==> config.mk <==
export PLATFORM = sky130hd
export DESIGN_NAME = fetch_unit
export DESIGN_NICKNAME = d
export VERILOG_FILES = /design/src/rtl/cpu_pkg.sv /design/src/rtl/instr_queue.sv /design/src/rtl/fetch_unit.sv
export SDC_FILE = /design/constraint.sdc
export NUM_CORES = 2
export LEC_CHECK = 0
export CAP_MARGIN = 15
export CORE_AREA = 10 10 288 400
export CTS_CLUSTER_DIAMETER = 40
export DETAILED_ROUTE_END_ITERATION = 7
export DIE_AREA = 0 0 298 410
export PLACE_DENSITY = 0.5
export SYNTH_ARGS = -nofsm -noshare
export SYNTH_HDL_FRONTEND = slang
export SYNTH_SLANG_ARGS = --single-unit
==> constraint.sdc <==
create_clock -name clk -period 38.3 [get_ports clk]
set_input_delay 7.66 -clock clk [delete_from_list [all_inputs] [get_ports clk]]
set_output_delay 7.66 -clock clk [all_outputs]
set_load 0.05 [all_outputs]
==> src/rtl/cpu_pkg.sv <==
// Shared fetch-stage types: opcode constants, fetch FSM encoding and the
// instruction-queue entry payload.
package cpu_pkg;

  localparam logic [6:0] OPC_JAL    = 7'b1101111;
  localparam logic [6:0] OPC_BRANCH = 7'b1100011;

  // IDLE: free to issue; WAIT: one request outstanding;
  // DISCARD: outstanding request was squashed, its response is dropped.
  typedef enum logic [1:0] {
    S_IDLE    = 2'd0,
    S_WAIT    = 2'd1,
    S_DISCARD = 2'd2
  } fetch_state_e;

  typedef struct packed {
    logic [31:0] instr;
    logic [31:0] pc;
    logic        c;
    logic        pred_taken;
    logic [31:0] pred_pc;
  } iq_entry_t;

endpackage

==> src/rtl/instr_queue.sv <==
// In-order first-word-fall-through queue of fetched instructions.
// Ports:
//   clk, rst      clock, asynchronous active-high reset
//   push_i        write push_data_i at the tail (accepted when not full, or full with pop)
//   push_data_i   entry to write
//   pop_i         advance head (ignored when empty)
//   clear_i       drop all entries, pointers back to 0; overrides push/pop
//   head_o        entry at the head, read straight from storage
//   count_o       occupancy, $clog2(DEPTH)+1 bits
//   full_o        count_o == DEPTH
//   empty_o       count_o == 0
module instr_queue
  import cpu_pkg::*;
#(
  parameter int unsigned DEPTH = 8
) (
  input  logic                       clk,
  input  logic                       rst,
  input  logic                       push_i,
  input  iq_entry_t                  push_data_i,
  input  logic                       pop_i,
  input  logic                       clear_i,
  output iq_entry_t                  head_o,
  output logic [$clog2(DEPTH):0]     count_o,
  output logic                       full_o,
  output logic                       empty_o
);

  localparam int unsigned PTR_W = $clog2(DEPTH);
  localparam int unsigned CNT_W = PTR_W + 1;

  iq_entry_t          mem_q [DEPTH];
  logic [PTR_W-1:0]   wr_ptr_q, wr_ptr_d;
  logic [PTR_W-1:0]   rd_ptr_q, rd_ptr_d;
  logic [CNT_W-1:0]   count_q, count_d;
  logic               do_push, do_pop;

  assign full_o  = (count_q == CNT_W'(DEPTH));
  assign empty_o = (count_q == '0);
  assign count_o = count_q;
  assign head_o  = mem_q[rd_ptr_q];

  assign do_pop  = pop_i && !empty_o;
  assign do_push = push_i && (!full_o || do_pop);

  // Pointer/count next state; pointers wrap naturally at a power-of-two depth.
  always_comb begin
    wr_ptr_d = wr_ptr_q;
    rd_ptr_d = rd_ptr_q;
    count_d  = count_q;
    if (clear_i) begin
      wr_ptr_d = '0;
      rd_ptr_d = '0;
      count_d  = '0;
    end else begin
      if (do_push) wr_ptr_d = wr_ptr_q + PTR_W'(1);
      if (do_pop)  rd_ptr_d = rd_ptr_q + PTR_W'(1);
      if (do_push && !do_pop)      count_d = count_q + CNT_W'(1);
      else if (!do_push && do_pop) count_d = count_q - CNT_W'(1);
    end
  end

  always_ff @(posedge clk or posedge rst) begin
    if (rst) begin
      wr_ptr_q <= '0;
      rd_ptr_q <= '0;
      count_q  <= '0;
    end else begin
      wr_ptr_q <= wr_ptr_d;
      rd_ptr_q <= rd_ptr_d;
      count_q  <= count_d;
    end
  end

  // Storage is reset so the head reads as zero straight out of reset.
  always_ff @(posedge clk or posedge rst) begin
    if (rst) begin
      for (int i = 0; i < int'(DEPTH); i++) mem_q[i] <= '0;
    end else if (do_push && !clear_i) begin
      mem_q[wr_ptr_q] <= push_data_i;
    end
  end

endmodule

==> src/rtl/fetch_unit.sv <==
// Instruction fetch stage: owns the PC, keeps at most one icache request in
// flight, statically predicts JAL/backward branches taken and queues fetched
// instructions for the decoder. Redirects flush the queue and squash any
// in-flight response.
// Ports:
//   clk, rst                 clock, asynchronous active-high reset
//   redirect_en/redirect_pc  flush and restart fetch at redirect_pc
//   icache_idle              icache can take a request
//   icache_out_en            response valid pulse with icache_instr/icache_c_instr
//   icache_get_en            request pulse (combinational)
//   icache_addr              request address = pc[ADDR_W-1:0] (combinational)
//   iq_ready                 decoder consumes the head entry
//   iq_valid, iq_*           head entry of the instruction queue
module fetch_unit
  import cpu_pkg::*;
#(
  parameter int unsigned IQ_DEPTH = 8,
  parameter logic [31:0] RESET_PC = 32'h0,
  parameter int unsigned ADDR_W   = 17
) (
  input  logic              clk,
  input  logic              rst,
  input  logic              redirect_en,
  input  logic [31:0]       redirect_pc,
  input  logic              icache_idle,
  input  logic              icache_out_en,
  input  logic [31:0]       icache_instr,
  input  logic              icache_c_instr,
  output logic              icache_get_en,
  output logic [ADDR_W-1:0] icache_addr,
  input  logic              iq_ready,
  output logic              iq_valid,
  output logic [31:0]       iq_instr,
  output logic [31:0]       iq_pc,
  output logic              iq_c,
  output logic              iq_pred_taken,
  output logic [31:0]       iq_pred_pc
);

  localparam int unsigned CNT_W = $clog2(IQ_DEPTH) + 1;

  fetch_state_e     state_q, state_d;
  logic [31:0]      pc_q, pc_d;
  logic [CNT_W-1:0] iq_count;
  logic             iq_full, iq_empty;
  logic             resp_push;
  iq_entry_t        push_entry, head;
  logic [6:0]       opc;
  logic [31:0]      imm_j, imm_b, seq_pc, pred_pc;
  logic             pred_taken;
  logic             unused_full;

  // Occupancy check is done on count; full stays a queue output for other users.
  assign unused_full = iq_full;

  // The room check guarantees a queue slot for the single outstanding response.
  assign icache_get_en = !rst && (state_q == S_IDLE) && icache_idle && !redirect_en
                         && (iq_count < CNT_W'(IQ_DEPTH));
  assign icache_addr   = pc_q[ADDR_W-1:0];

  assign resp_push = (state_q == S_WAIT) && icache_out_en && !redirect_en;

  // Static predictor on the returning instruction.
  always_comb begin
    opc        = icache_instr[6:0];
    imm_j      = {{12{icache_instr[31]}}, icache_instr[19:12], icache_instr[20],
                  icache_instr[30:21], 1'b0};
    imm_b      = {{20{icache_instr[31]}}, icache_instr[7], icache_instr[30:25],
                  icache_instr[11:8], 1'b0};
    seq_pc     = pc_q + (icache_c_instr ? 32'd2 : 32'd4);
    pred_taken = 1'b0;
    pred_pc    = seq_pc;
    if (opc == OPC_JAL) begin
      pred_taken = 1'b1;
      pred_pc    = pc_q + imm_j;
    end else if (opc == OPC_BRANCH) begin
      pred_taken = imm_b[31];
      if (imm_b[31]) pred_pc = pc_q + imm_b;
    end
  end

  always_comb begin
    push_entry.instr      = icache_instr;
    push_entry.pc         = pc_q;
    push_entry.c          = icache_c_instr;
    push_entry.pred_taken = pred_taken;
    push_entry.pred_pc    = pred_pc;
  end

  // Next-state logic; a redirect overrides any response landing the same cycle.
  always_comb begin
    state_d = state_q;
    pc_d    = pc_q;
    case (state_q)
      S_IDLE:    if (icache_get_en) state_d = S_WAIT;
      S_WAIT:    begin
        if (icache_out_en)    state_d = S_IDLE;
        else if (redirect_en) state_d = S_DISCARD;
      end
      S_DISCARD: if (icache_out_en) state_d = S_IDLE;
      default:   state_d = S_IDLE;
    endcase
    if (redirect_en)    pc_d = redirect_pc;
    else if (resp_push) pc_d = pred_pc;
  end

  always_ff @(posedge clk or posedge rst) begin
    if (rst) begin
      state_q <= S_IDLE;
      pc_q    <= RESET_PC;
    end else begin
      state_q <= state_d;
      pc_q    <= pc_d;
    end
  end

  instr_queue #(
    .DEPTH(IQ_DEPTH)
  ) u_iq (
    .clk        (clk),
    .rst        (rst),
    .push_i     (resp_push),
    .push_data_i(push_entry),
    .pop_i      (iq_ready),
    .clear_i    (redirect_en),
    .head_o     (head),
    .count_o    (iq_count),
    .full_o     (iq_full),
    .empty_o    (iq_empty)
  );

  assign iq_valid      = !iq_empty;
  assign iq_instr      = head.instr;
  assign iq_pc         = head.pc;
  assign iq_c          = head.c;
  assign iq_pred_taken = head.pred_taken;
  assign iq_pred_pc    = head.pred_pc;

endmodule
==> out/results.txt <==
Sequential area share after synthesis: 50.49%
Core area: 108100 um2
Die height: 410 um
Async SR Flop Fraction: 100.0%
Final setup viols: 0
Critical Path Start: rst
Hold Startpoint: u_iq.mem_q[429]
Yosys cell types: 88
Worst-path clk slew: 50 ps
Initial DRC Count: 1619
Final Skew: 19.50 ps
Post-CTS Hold Fix Bufs: 0
I/O Buffers: 187
Pwr per Cell Area: 62.91 nW/um2
Max IR drop VDD: 0.05134 mV
R2r endpoint: u_iq.mem_q[765]
Share of layout cells above drive strength 1: 29.81%
Die W: 298 um
Layout Nets: 3580
Root Driver: clkbuf_16
Synth Net Count: 3507
RD Place Congestion: 0.8655
Post-CTS resize count: 0
Commonest non-fill, non-tap cell in the layout: dfrtp_1
Synth Area per Inst: 12.01 um2
Hold EP: u_iq.mem_q[429]
Slew @ Worst Pin: 1178 ps
Hold Path Cell Cnt: 2
Gr usage total: 19.89%
Critical path class: in2out
Clock tree from TritonCTS: built
Vias in the first global route: 28806
Critical path cell sequence: clkdlybuf4s50_1 > inv_8 > nand3_1 > nor3_1 > clkdlybuf4s50_1
#FFs+latches synth: 820
Buf+Inv Stages, Crit Path: 3
Vias: 27021
Setup total negative slack: 0 ps
Total wire length: 122.2 mm
Worst-skew pair later-pin latency: 690 ps
FF-to-FF path depth: 7
Clock Sinks: 820
Hold Vio Cnt, Final: 0
Critical path's largest stage delay: 870 ps
Max-slew headroom: 21.50%
Crit path required time: 30640 ps
RSZ-0062 raised after global routing: false
IO Pins: 188
Largest fanout on the critical path: 70
Fin crit period: 17580 ps
CTS buffer count: 111
Synthesized area: 40640 um2
Synth warn: 0
Clk buf depth: 3
Status: finished, final reports clean
Final period util: 45.90%
Lkg Pwr: 22.07 nW
Post-synth EDFFs: 0
Worst path slowest cell: clkdlybuf4s50_1
CP top delay family: buffers and inverters
GRT overflow: 0
Number of routed nets with antenna violations: 0
H-tree Lvls: 3
Initial antenna violation count: 4
Setup crit start kind: primary input
Layout Area Growth over Synthesis: 17.53%
Vias per Instance: 5.401
Post-route DRC: 0
HP Class: reg2reg
Fill count: 10137
Crit end category: output pin
Rows: 143
WL/cell: 24.42 um
DP Wirelength: 74.98 mm
Postcts setup bufs: 0
FF-to-FF Start: state_q[0]
Largest net degree at the start of global routing: 108
TritonRoute pass-1 iters: 5
Max-Cap Viols: 0
Ys flop type: dfrtp_1
Most frequent cells in the layout: dfrtp_1 (817), nand2_1 (687), mux2_2 (558)
DP Cell Count: 4792
Peak Freq: 0.05688 GHz
Flop2flop setup slack: 33370 ps
First-pass GRT wire length: 186.5 mm
Crit path DAT: 9920 ps
Initial Util: 37.60%
Final Max Tran Viols: 0
Post-Syn Instances: 3383
Most common cell on crit path: clkdlybuf4s50_1
Layout Cells excl Fill: 5003
Die area: 122200 um2
==> how the worst max path moves through the flow <==
stage / end / slack [ps] / depth (start not counted)
floorplan: icache_get_en / 3770 / 3
global placement: icache_get_en / 20600 / 5
detailed placement: icache_get_en / 20660 / 5
CTS: icache_get_en / 20640 / 5
global route: icache_get_en / 20520 / 5
finish: icache_get_en / 20720 / 5
==> cell type report <==
class / count / area (um2) / area share (%)
Clock buffer: 139 / 3047 / 6.379
Tap cell: 1450 / 1814 / 3.798
Timing Repair Buffer: 243 / 2327 / 4.872
Sequential cell: 820 / 20530 / 42.98
Inverter: 24 / 97.59 / 0.2043
Clock inverter: 70 / 1054 / 2.206
Antenna cell: 1 / 2.502 / 0.005239
Multi-Input combinational cell: 2256 / 18890 / 39.55
==> where the power goes <==
group	internal, W	switching [W]
combinational	0.000354	0.000526
sequential	0.000930	0.0000588
clock	0.000727	0.000408
total	0.00201	0.000993
==> flip-flops by register name, indices dropped and copies added (netlist names) <==
name           flops
u_iq.mem_q       776
u_iq.wr_ptr_q      3
pc_q              32
u_iq.count_o       4
u_iq.rd_ptr_q      3
state_q            2
==> worst min-delay path, cell delays in order, from the launching register on <==
cell and delay (ps):
dfrtp_1 330, nand2_1 50, nand2_1 50
==> per-layer routing <==
layer  vias to the layer above  global-route usage [%]  part of all wire (%)
met5                         -                       0                 0.045
met2                       527                   33.72                    49
met3                       135                   3.023                   4.0
li1                      12238                       -                     -
met1                     14113                   25.97                    45
met4                         8                   6.144                   2.6
==> cell usage after synthesis, types with 28 or more instances <==
cell type / count / area, um2
buf_2: 71 / 355.3
nand2_1: 693 / 2601
nor2_1: 88 / 330.3
clkbuf_1: 162 / 608.1
o21ai_0: 196 / 980.9
ha_1: 49 / 613.1
mux2_2: 558 / 6284
a21oi_1: 80 / 400.4
xnor2_1: 31 / 271.5
dfrtp_1: 820 / 20520
mux4_2: 194 / 4369
buf_1: 28 / 105.1
==> kinds of logic (layout without fill, tap and decap cells) <==
logic type	count (synthesis)	after routing	share of synthesized area (%)
and+or+nand+nor	916	916	9.403
DFF	820	820	50.49
muxes	770	770	26.67
AOI/OAI and AO/OA	466	466	7.377
buffers and inverters	307	476	3.254
adders and majority gates	53	53	1.706
xor gates and xnor gates	51	51	1.099
other	0	1	0
==> stage by stage <==
| step | setup slack [ps] | hold WS, ps | instance area, um2 | total power, W | util, % |
|---|---|---|---|---|---|
| after floorplan | 3772 | 440.5 | 40640 | 0.001611 | - |
| after global placement | 20600 | 453.9 | 43650 | 0.001898 | 40.39 |
| after detailed placement | 20660 | 457.9 | 43650 | 0.001901 | 40.39 |
| after CTS | 20640 | 471.8 | 47750 | 0.003051 | 44.19 |
| after global routing | 20520 | 481.3 | 47760 | 0.003131 | 44.20 |
| final | 20720 | 465.1 | 47760 | 0.003005 | 44.20 |
No activity file was read; power rests on OpenSTA's default activity.
